## src/rtl/lte_dw_dfe_antswitch_sched.sv

```systemverilog
// lte_dw_dfe_antswitch_sched: per-subframe antenna-position scheduler for the DFE antenna-switch transpose stage.
// Define ANTSW_SCHED_WDOG_EN to synthesise an internal frame head when i_fram stops arriving.
module lte_dw_dfe_antswitch_sched #(
  parameter int          SF_LEN       = 245760,
  parameter int          SF_PER_FRAME = 10,
  parameter logic [31:0] ID_PAT       = 32'h76543210
) (
  input  logic        sys_clk_245p76,
  input  logic        sys_rst_245p76,
  input  logic        i_enable,
  input  logic        i_fram,
  input  logic        i_cfg_wr,
  input  logic [1:0]  i_cfg_sel,
  input  logic [31:0] i_cfg_data,
  input  logic [1:0]  i_cfg_num_pat,
  input  logic [1:0]  i_cfg_mod_sel,
  input  logic        i_cfg_commit,
  input  logic        i_err_clr,
  output logic        o_cfg_busy,
  output logic        o_cfg_err,
  output logic        o_fram,
  output logic [31:0] o_ant_pos,
  output logic [1:0]  o_mod_sel,
  output logic [1:0]  o_pat_idx,
  output logic [3:0]  o_sf_cnt,
  output logic        o_wdog
);
  localparam int TW = (SF_LEN > 1) ? $clog2(SF_LEN) : 1;
  typedef enum logic {IDLE, PEND} state_t;
  state_t      state, state_nxt;
  logic [31:0] shadow [4];
  logic [31:0] active [4];
  logic [31:0] active_nxt [4];
  logic [1:0]  act_num, pend_num, pend_mod;
  logic [TW-1:0] tick;
  logic [1:0]  pat, pat_nxt;
  logic [7:0]  seen;
  logic        wrap, last_sf, wd_fire, fram, copy, wr_ok, err_set;
  assign wrap    = tick == TW'(SF_LEN - 1);
  assign last_sf = o_sf_cnt == 4'(SF_PER_FRAME - 1);
  assign fram    = i_fram | wd_fire;
  assign copy    = (state == PEND) & fram;
  assign err_set = (i_cfg_wr & ~wr_ok) | ((state == PEND) & i_cfg_commit);
  // A write is legal only if its 8 nibbles form a permutation of 0..7.
  always_comb begin
    seen  = '0;
    wr_ok = 1'b1;
    for (int n = 0; n < 8; n++) begin
      seen  = seen | (8'd1 << i_cfg_data[4*n +: 3]);
      wr_ok = wr_ok & ~i_cfg_data[4*n+3];
    end
    wr_ok = wr_ok & (&seen);
  end
  always_comb begin
    pat_nxt = fram ? 2'd0 : wrap ? ((pat == act_num) ? 2'd0 : pat + 2'd1) : pat;
    for (int k = 0; k < 4; k++) active_nxt[k] = copy ? shadow[k] : active[k];
  end
  always_ff @(posedge sys_clk_245p76 or negedge sys_rst_245p76) begin
    if (!sys_rst_245p76) state <= IDLE;
    else state <= state_nxt;
  end
  always_comb begin
    state_nxt = (state == IDLE) ? (i_cfg_commit ? PEND : IDLE) : (fram ? IDLE : PEND);
  end
  always_comb begin
    o_cfg_busy = state == PEND;
  end
  always_ff @(posedge sys_clk_245p76 or negedge sys_rst_245p76) begin
    if (!sys_rst_245p76) begin
      for (int k = 0; k < 4; k++) begin
        shadow[k] <= ID_PAT;
        active[k] <= ID_PAT;
      end
      act_num   <= '0;
      pend_num  <= '0;
      pend_mod  <= 2'd3;
      o_mod_sel <= 2'd3;
    end else begin
      if (i_cfg_wr && wr_ok) shadow[i_cfg_sel] <= i_cfg_data;
      if (copy) begin
        active    <= shadow;
        act_num   <= pend_num;
        o_mod_sel <= pend_mod;
      end
      if (state == IDLE && i_cfg_commit) begin
        pend_num <= i_cfg_num_pat;
        pend_mod <= i_cfg_mod_sel;
      end
    end
  end
  // Counters restart on any frame head; outputs are registered from next-state values so they align with o_fram.
  always_ff @(posedge sys_clk_245p76 or negedge sys_rst_245p76) begin
    if (!sys_rst_245p76) begin
      tick      <= '0;
      o_sf_cnt  <= '0;
      pat       <= '0;
      o_fram    <= 1'b0;
      o_ant_pos <= ID_PAT;
      o_pat_idx <= '0;
      o_cfg_err <= 1'b0;
    end else begin
      tick      <= (fram | wrap) ? '0 : tick + 1'b1;
      o_sf_cnt  <= fram ? 4'd0 : wrap ? (last_sf ? 4'd0 : o_sf_cnt + 4'd1) : o_sf_cnt;
      pat       <= pat_nxt;
      o_fram    <= fram;
      o_ant_pos <= i_enable ? active_nxt[pat_nxt] : ID_PAT;
      o_pat_idx <= i_enable ? pat_nxt : 2'd0;
      o_cfg_err <= err_set | (o_cfg_err & ~i_err_clr);
    end
  end
`ifdef ANTSW_SCHED_WDOG_EN
  assign wd_fire = wrap & last_sf & ~i_fram;
  always_ff @(posedge sys_clk_245p76 or negedge sys_rst_245p76) begin
    if (!sys_rst_245p76) o_wdog <= 1'b0;
    else o_wdog <= wd_fire | (o_wdog & ~i_err_clr);
  end
`else
  assign wd_fire = 1'b0;
  assign o_wdog  = 1'b0;
`endif
endmodule

```

## config.mk

```make
export PLATFORM = sky130hd
export DESIGN_NAME = lte_dw_dfe_antswitch_sched
export DESIGN_NICKNAME = d
export VERILOG_FILES = /design/src/rtl/lte_dw_dfe_antswitch_sched.sv
export SDC_FILE = /design/constraint.sdc
export NUM_CORES = 1
export LEC_CHECK = 0
export ABC_AREA = 1
export BUFFER_PORTS_ARGS = -buffer_cell sky130_fd_sc_hd__clkbuf_2
export CAP_MARGIN = 10
export CORE_MARGIN = 1.5
export CORE_UTILIZATION = 35
export CTS_BUF_LIST = sky130_fd_sc_hd__clkbuf_8
export DETAILED_ROUTE_END_ITERATION = 7
export MAX_ROUTING_LAYER = met4
export SYNTH_ARGS = -nofsm -noshare
export SYNTH_HDL_FRONTEND = slang
export SYNTH_SLANG_ARGS = --single-unit
```

## constraint.sdc

```tcl
create_clock -name sys_clk_245p76 -period 3.9 [get_ports sys_clk_245p76]
set_input_delay 0.195 -clock sys_clk_245p76 [delete_from_list [all_inputs] [get_ports sys_clk_245p76]]
set_output_delay 0.195 -clock sys_clk_245p76 [all_outputs]
set_load 0.02 [all_outputs]
```

==> impl_metrics.tcl <==
set metrics [dict create \
    final_net_count 1821 \
    seq_area_um2 8270 \
    intPower_w 0.00578 \
    fp.dieArea_um2 43800 \
    synth_warnings 0 \
    worst_hold_path_type "in -> reg" \
    layout.cells.non_filler 2355 \
    rows 75 \
    grt_max_degree 150 \
    slew_headroom 0.257 \
    power.static_leakage_nw 9.01 \
    p_seq_frac 0.480 \
    synthesized_nets 1744 \
    synth_seq_cells 325 \
    dp_hpwl_um 23200 \
    avgRoutedWirePerCell_um 16.7 \
    cts_inserted_buffers 54 \
    power_frac_comb 0.115 \
    worstSetupStartpoint "tick[0]" \
    async_reset_ff_frac 1.00 \
    fin_skew_ns 0.0361 \
    fp.dieH_um 209 \
    drc_errors 0 \
    critPathMaxFanout 46 \
    tritoncts_clock_tree "built" \
    core_region_area_um2 41900 \
    worstSkewPairLatency_ns 0.61 \
    worst_ir_drop_vdd_v 0.000227 \
    h-tree-depth 2 \
    netlist.top_cell.by_area "sky130_fd_sc_hd__dfrtp_1" \
    max-clock-path-buffers 3 \
    placedInstanceArea_um2 15600 \
    area_growth_syn_to_layout_pct 14.2 \
    critPathLaunchType "flop" \
    post_cts_resized 0 \
    clock-root-buffer "sky130_fd_sc_hd__clkbuf_8" \
    finish.instance_area_um2 17000 \
    path_class "reg -> reg" \
    postCtsSetupBuffers 0 \
    grt_antenna_before_repair 0 \
    layout-drive-gt1-share 0.218 \
    reg_to_reg_setup_timing_slack_ns 1.11 \
    dr_total_vias 11600 \
    yosysTopAreaCellShare 0.358 \
    kind_of_capture_point_of_the_worst_setup_path "flop" \
    final_clock_period_utilization_by_the_worst_path 0.714 \
    number_of_i_o_port_buffers 87 \
    rr_worst_depth 13 \
    crit_path_end "o_ant_pos[22]" \
    routed_via_density 4.93 \
    critical_path_required_ns 4.39 \
    first_global_vias 11600 \
    detailedRoute.firstPassIterationCount 5 \
    routed_wirelength_um 39200 \
    grt_usage 0.189 \
    postSynthCellCount 1696 \
    mappedNetlistArea_um2 14900 \
    grt_first_pass_wirelength_um 63800 \
    detailedRoute.firstIterationViolations 807 \
    mostFrequentLayoutCell "sky130_fd_sc_hd__nand2_1" \
    multi_input_comb_area_um2 5340 \
    finalWeightedCongestion 0.831 \
    reg2reg_from "tick[0]" \
    result_of_the_run "finished clean" \
    dp_cells 2227 \
    final-setup-viol-count 0 \
    worst_slew_pin_slew_ns 1.11 \
    pwr-share-clk 0.404 \
    top_level_ports 89 \
    synth.lib_cells_used.distinct 41 \
    die_width_um 209 \
    initial_utilization 0.355 \
    hold_violations 0 \
    critical_path_arrival_ns 3.27 \
    power.switching_w 0.00203 \
    post_synth_main_area_contributors "sky130_fd_sc_hd__dfrtp_1 (36%), sky130_fd_sc_hd__dfstp_2 (20%), sky130_fd_sc_hd__nand2_1 (12%), sky130_fd_sc_hd__nand3_1 (5.1%), sky130_fd_sc_hd__nand4_1 (4.2%)" \
    maxClockFrequency_mhz 359 \
    ys_seq_area_frac 0.556 \
    max_cap_viol_count 0 \
    synth.avg_cell_area_um2 8.78 \
    power_density_nw_per_um2 459 \
    clock_period_minus_worst_slack_ns 2.79 \
    rr_endpoint "o_ant_pos[22]" \
    path_clk_slew_ns 0.07 \
    remaining_global_route_overflow 0 \
    most-common-layout-cells "sky130_fd_sc_hd__nand2_1 (466), sky130_fd_sc_hd__dfrtp_1 (213), sky130_fd_sc_hd__inv_1 (166), sky130_fd_sc_hd__nand3_1 (152), sky130_fd_sc_hd__dfstp_2 (112)" \
    timing_max_transition_violations_final 0 \
    rsz0062_at_grt "no" \
    synth-main-ff-cell "sky130_fd_sc_hd__dfrtp_1" \
    synth_enable_flop_cells 0 \
    drt.antenna.violating_nets 0 \
    netSwitchingFraction 0.260 \
    cts.sinks 325 \
    fill_cells 4191 \
    fin_setup_tns_ns 0 \
]
Yosys cell counts, types with 2 or more instances:
cell,n
sky130_fd_sc_hd__nand2_1,467
sky130_fd_sc_hd__dfrtp_1,213
sky130_fd_sc_hd__nand3_1,152
sky130_fd_sc_hd__inv_1,144
sky130_fd_sc_hd__dfstp_2,112
sky130_fd_sc_hd__nor2_1,112
sky130_fd_sc_hd__nand4_1,99
sky130_fd_sc_hd__o21ai_0,83
sky130_fd_sc_hd__or2_2,43
sky130_fd_sc_hd__clkbuf_1,42
sky130_fd_sc_hd__buf_2,41
sky130_fd_sc_hd__a21oi_1,34
sky130_fd_sc_hd__mux2i_1,29
sky130_fd_sc_hd__inv_2,25
sky130_fd_sc_hd__buf_6,16
sky130_fd_sc_hd__buf_4,11
sky130_fd_sc_hd__nor3_1,10
sky130_fd_sc_hd__o211ai_2,7
sky130_fd_sc_hd__xor2_1,6
sky130_fd_sc_hd__nand2_4,5
sky130_fd_sc_hd__o21ai_1,5
sky130_fd_sc_hd__nand3_4,4
sky130_fd_sc_hd__ha_1,3
sky130_fd_sc_hd__mux2_2,3
sky130_fd_sc_hd__nand3_2,3
sky130_fd_sc_hd__nor2_2,3
sky130_fd_sc_hd__nor4_1,3
sky130_fd_sc_hd__a31oi_1,2
sky130_fd_sc_hd__buf_1,2
sky130_fd_sc_hd__nand2_2,2
sky130_fd_sc_hd__nand3b_1,2
sky130_fd_sc_hd__nor2_4,2
sky130_fd_sc_hd__o21a_1,2
sky130_fd_sc_hd__xnor2_1,2
sequential cells by signal, indices dropped and copies added, names as in the netlist:
name / flops
o_pat_idx: 2
shadow: 128
o_ant_pos: 32
tick: 18
o_fram: 1
o_cfg_err: 1
o_sf_cnt: 4
o_mod_sel: 2
pat: 2
active: 128
pend_mod: 2
pend_num: 2
act_num: 2
o_cfg_busy: 1
layout make-up:
class	instances	area share
diodes	1	0.000147
clock inverters	28	0.0111
clock buffers	70	0.0567
multi-input cells	1089	0.314
inverters	169	0.0373
flip-flops and latches	325	0.487
repair buffers	134	0.0543
well taps	539	0.0397
per-layer routing:
layer	global-route usage	part of all wire
met1	0.263	0.48
met2	0.288	0.46
met3	0.0254	0.045
met4	0.0545	0.022
met5	-	0
worst min path at each step:
stage,depth (start not counted),startpoint,endpoint
floorplan,0,sys_rst_245p76,act_num[0]
global placement,1,sys_rst_245p76,o_ant_pos[16]
detailed placement,1,sys_rst_245p76,active[40]
CTS,3,i_cfg_data[26],shadow[58]
global route,3,i_cfg_data[26],shadow[58]
finish,3,i_cfg_data[26],shadow[58]
power groups by stage:
stage	sequential, W	combinational (W)	clock [W]
after floorplan	0.00383	0.000553	0
after global placement	0.00380	0.000866	0
after detailed placement	0.00381	0.000880	0
after CTS	0.00375	0.000909	0.00325
after global routing	0.00377	0.00102	0.00340
final	0.00375	0.000901	0.00316
metrics by stage:
step | util | hold slack, ns | total power (W) | worst slack (ns)
floorplan | - | -0.101 | 0.00438 | 2.02
global placement | 0.371 | 0.299 | 0.00467 | 1.21
detailed placement | 0.371 | 0.307 | 0.00469 | 1.13
CTS | 0.405 | 0.000672 | 0.00791 | 1.09
global route | 0.405 | 0.0244 | 0.00819 | 0.884
finish | 0.405 | 0.0353 | 0.00781 | 1.11
critical path, cell delays in order, from the launching register on:
cell	delay, ns
sky130_fd_sc_hd__dfrtp_1	0.43
sky130_fd_sc_hd__ha_1	0.19
sky130_fd_sc_hd__nand2_1	0.10
sky130_fd_sc_hd__nor2_4	0.13
sky130_fd_sc_hd__nand2_2	0.13
sky130_fd_sc_hd__nor2_4	0.14
sky130_fd_sc_hd__nand2_4	0.08
sky130_fd_sc_hd__nand2_4	0.22
sky130_fd_sc_hd__nand2_4	0.09
sky130_fd_sc_hd__nand2_4	0.50
sky130_fd_sc_hd__inv_2	0.26
sky130_fd_sc_hd__nand2_1	0.12
sky130_fd_sc_hd__nand3_1	0.09
sky130_fd_sc_hd__nand3_1	0.16
cell families after synthesis:
kind of cell | after synthesis | synth area share
xor+xnor | 8 | 0.00471
flops | 325 | 0.556
simple gates | 908 | 0.278
other cells | 1 | 0.000252
fa+ha+maj | 3 | 0.00252
mux | 32 | 0.0218
buf+inv | 282 | 0.0862
compound gates | 137 | 0.0509
repair_timing:
| item | CTS | global route |
|---|---|---|
| endpoints found under the hold margin | 139 | 0 |
| endpoints found under the setup margin | 0 | 0 |
| hold buffers | 29 | 0 |
Power figures use the tool's default switching activity.
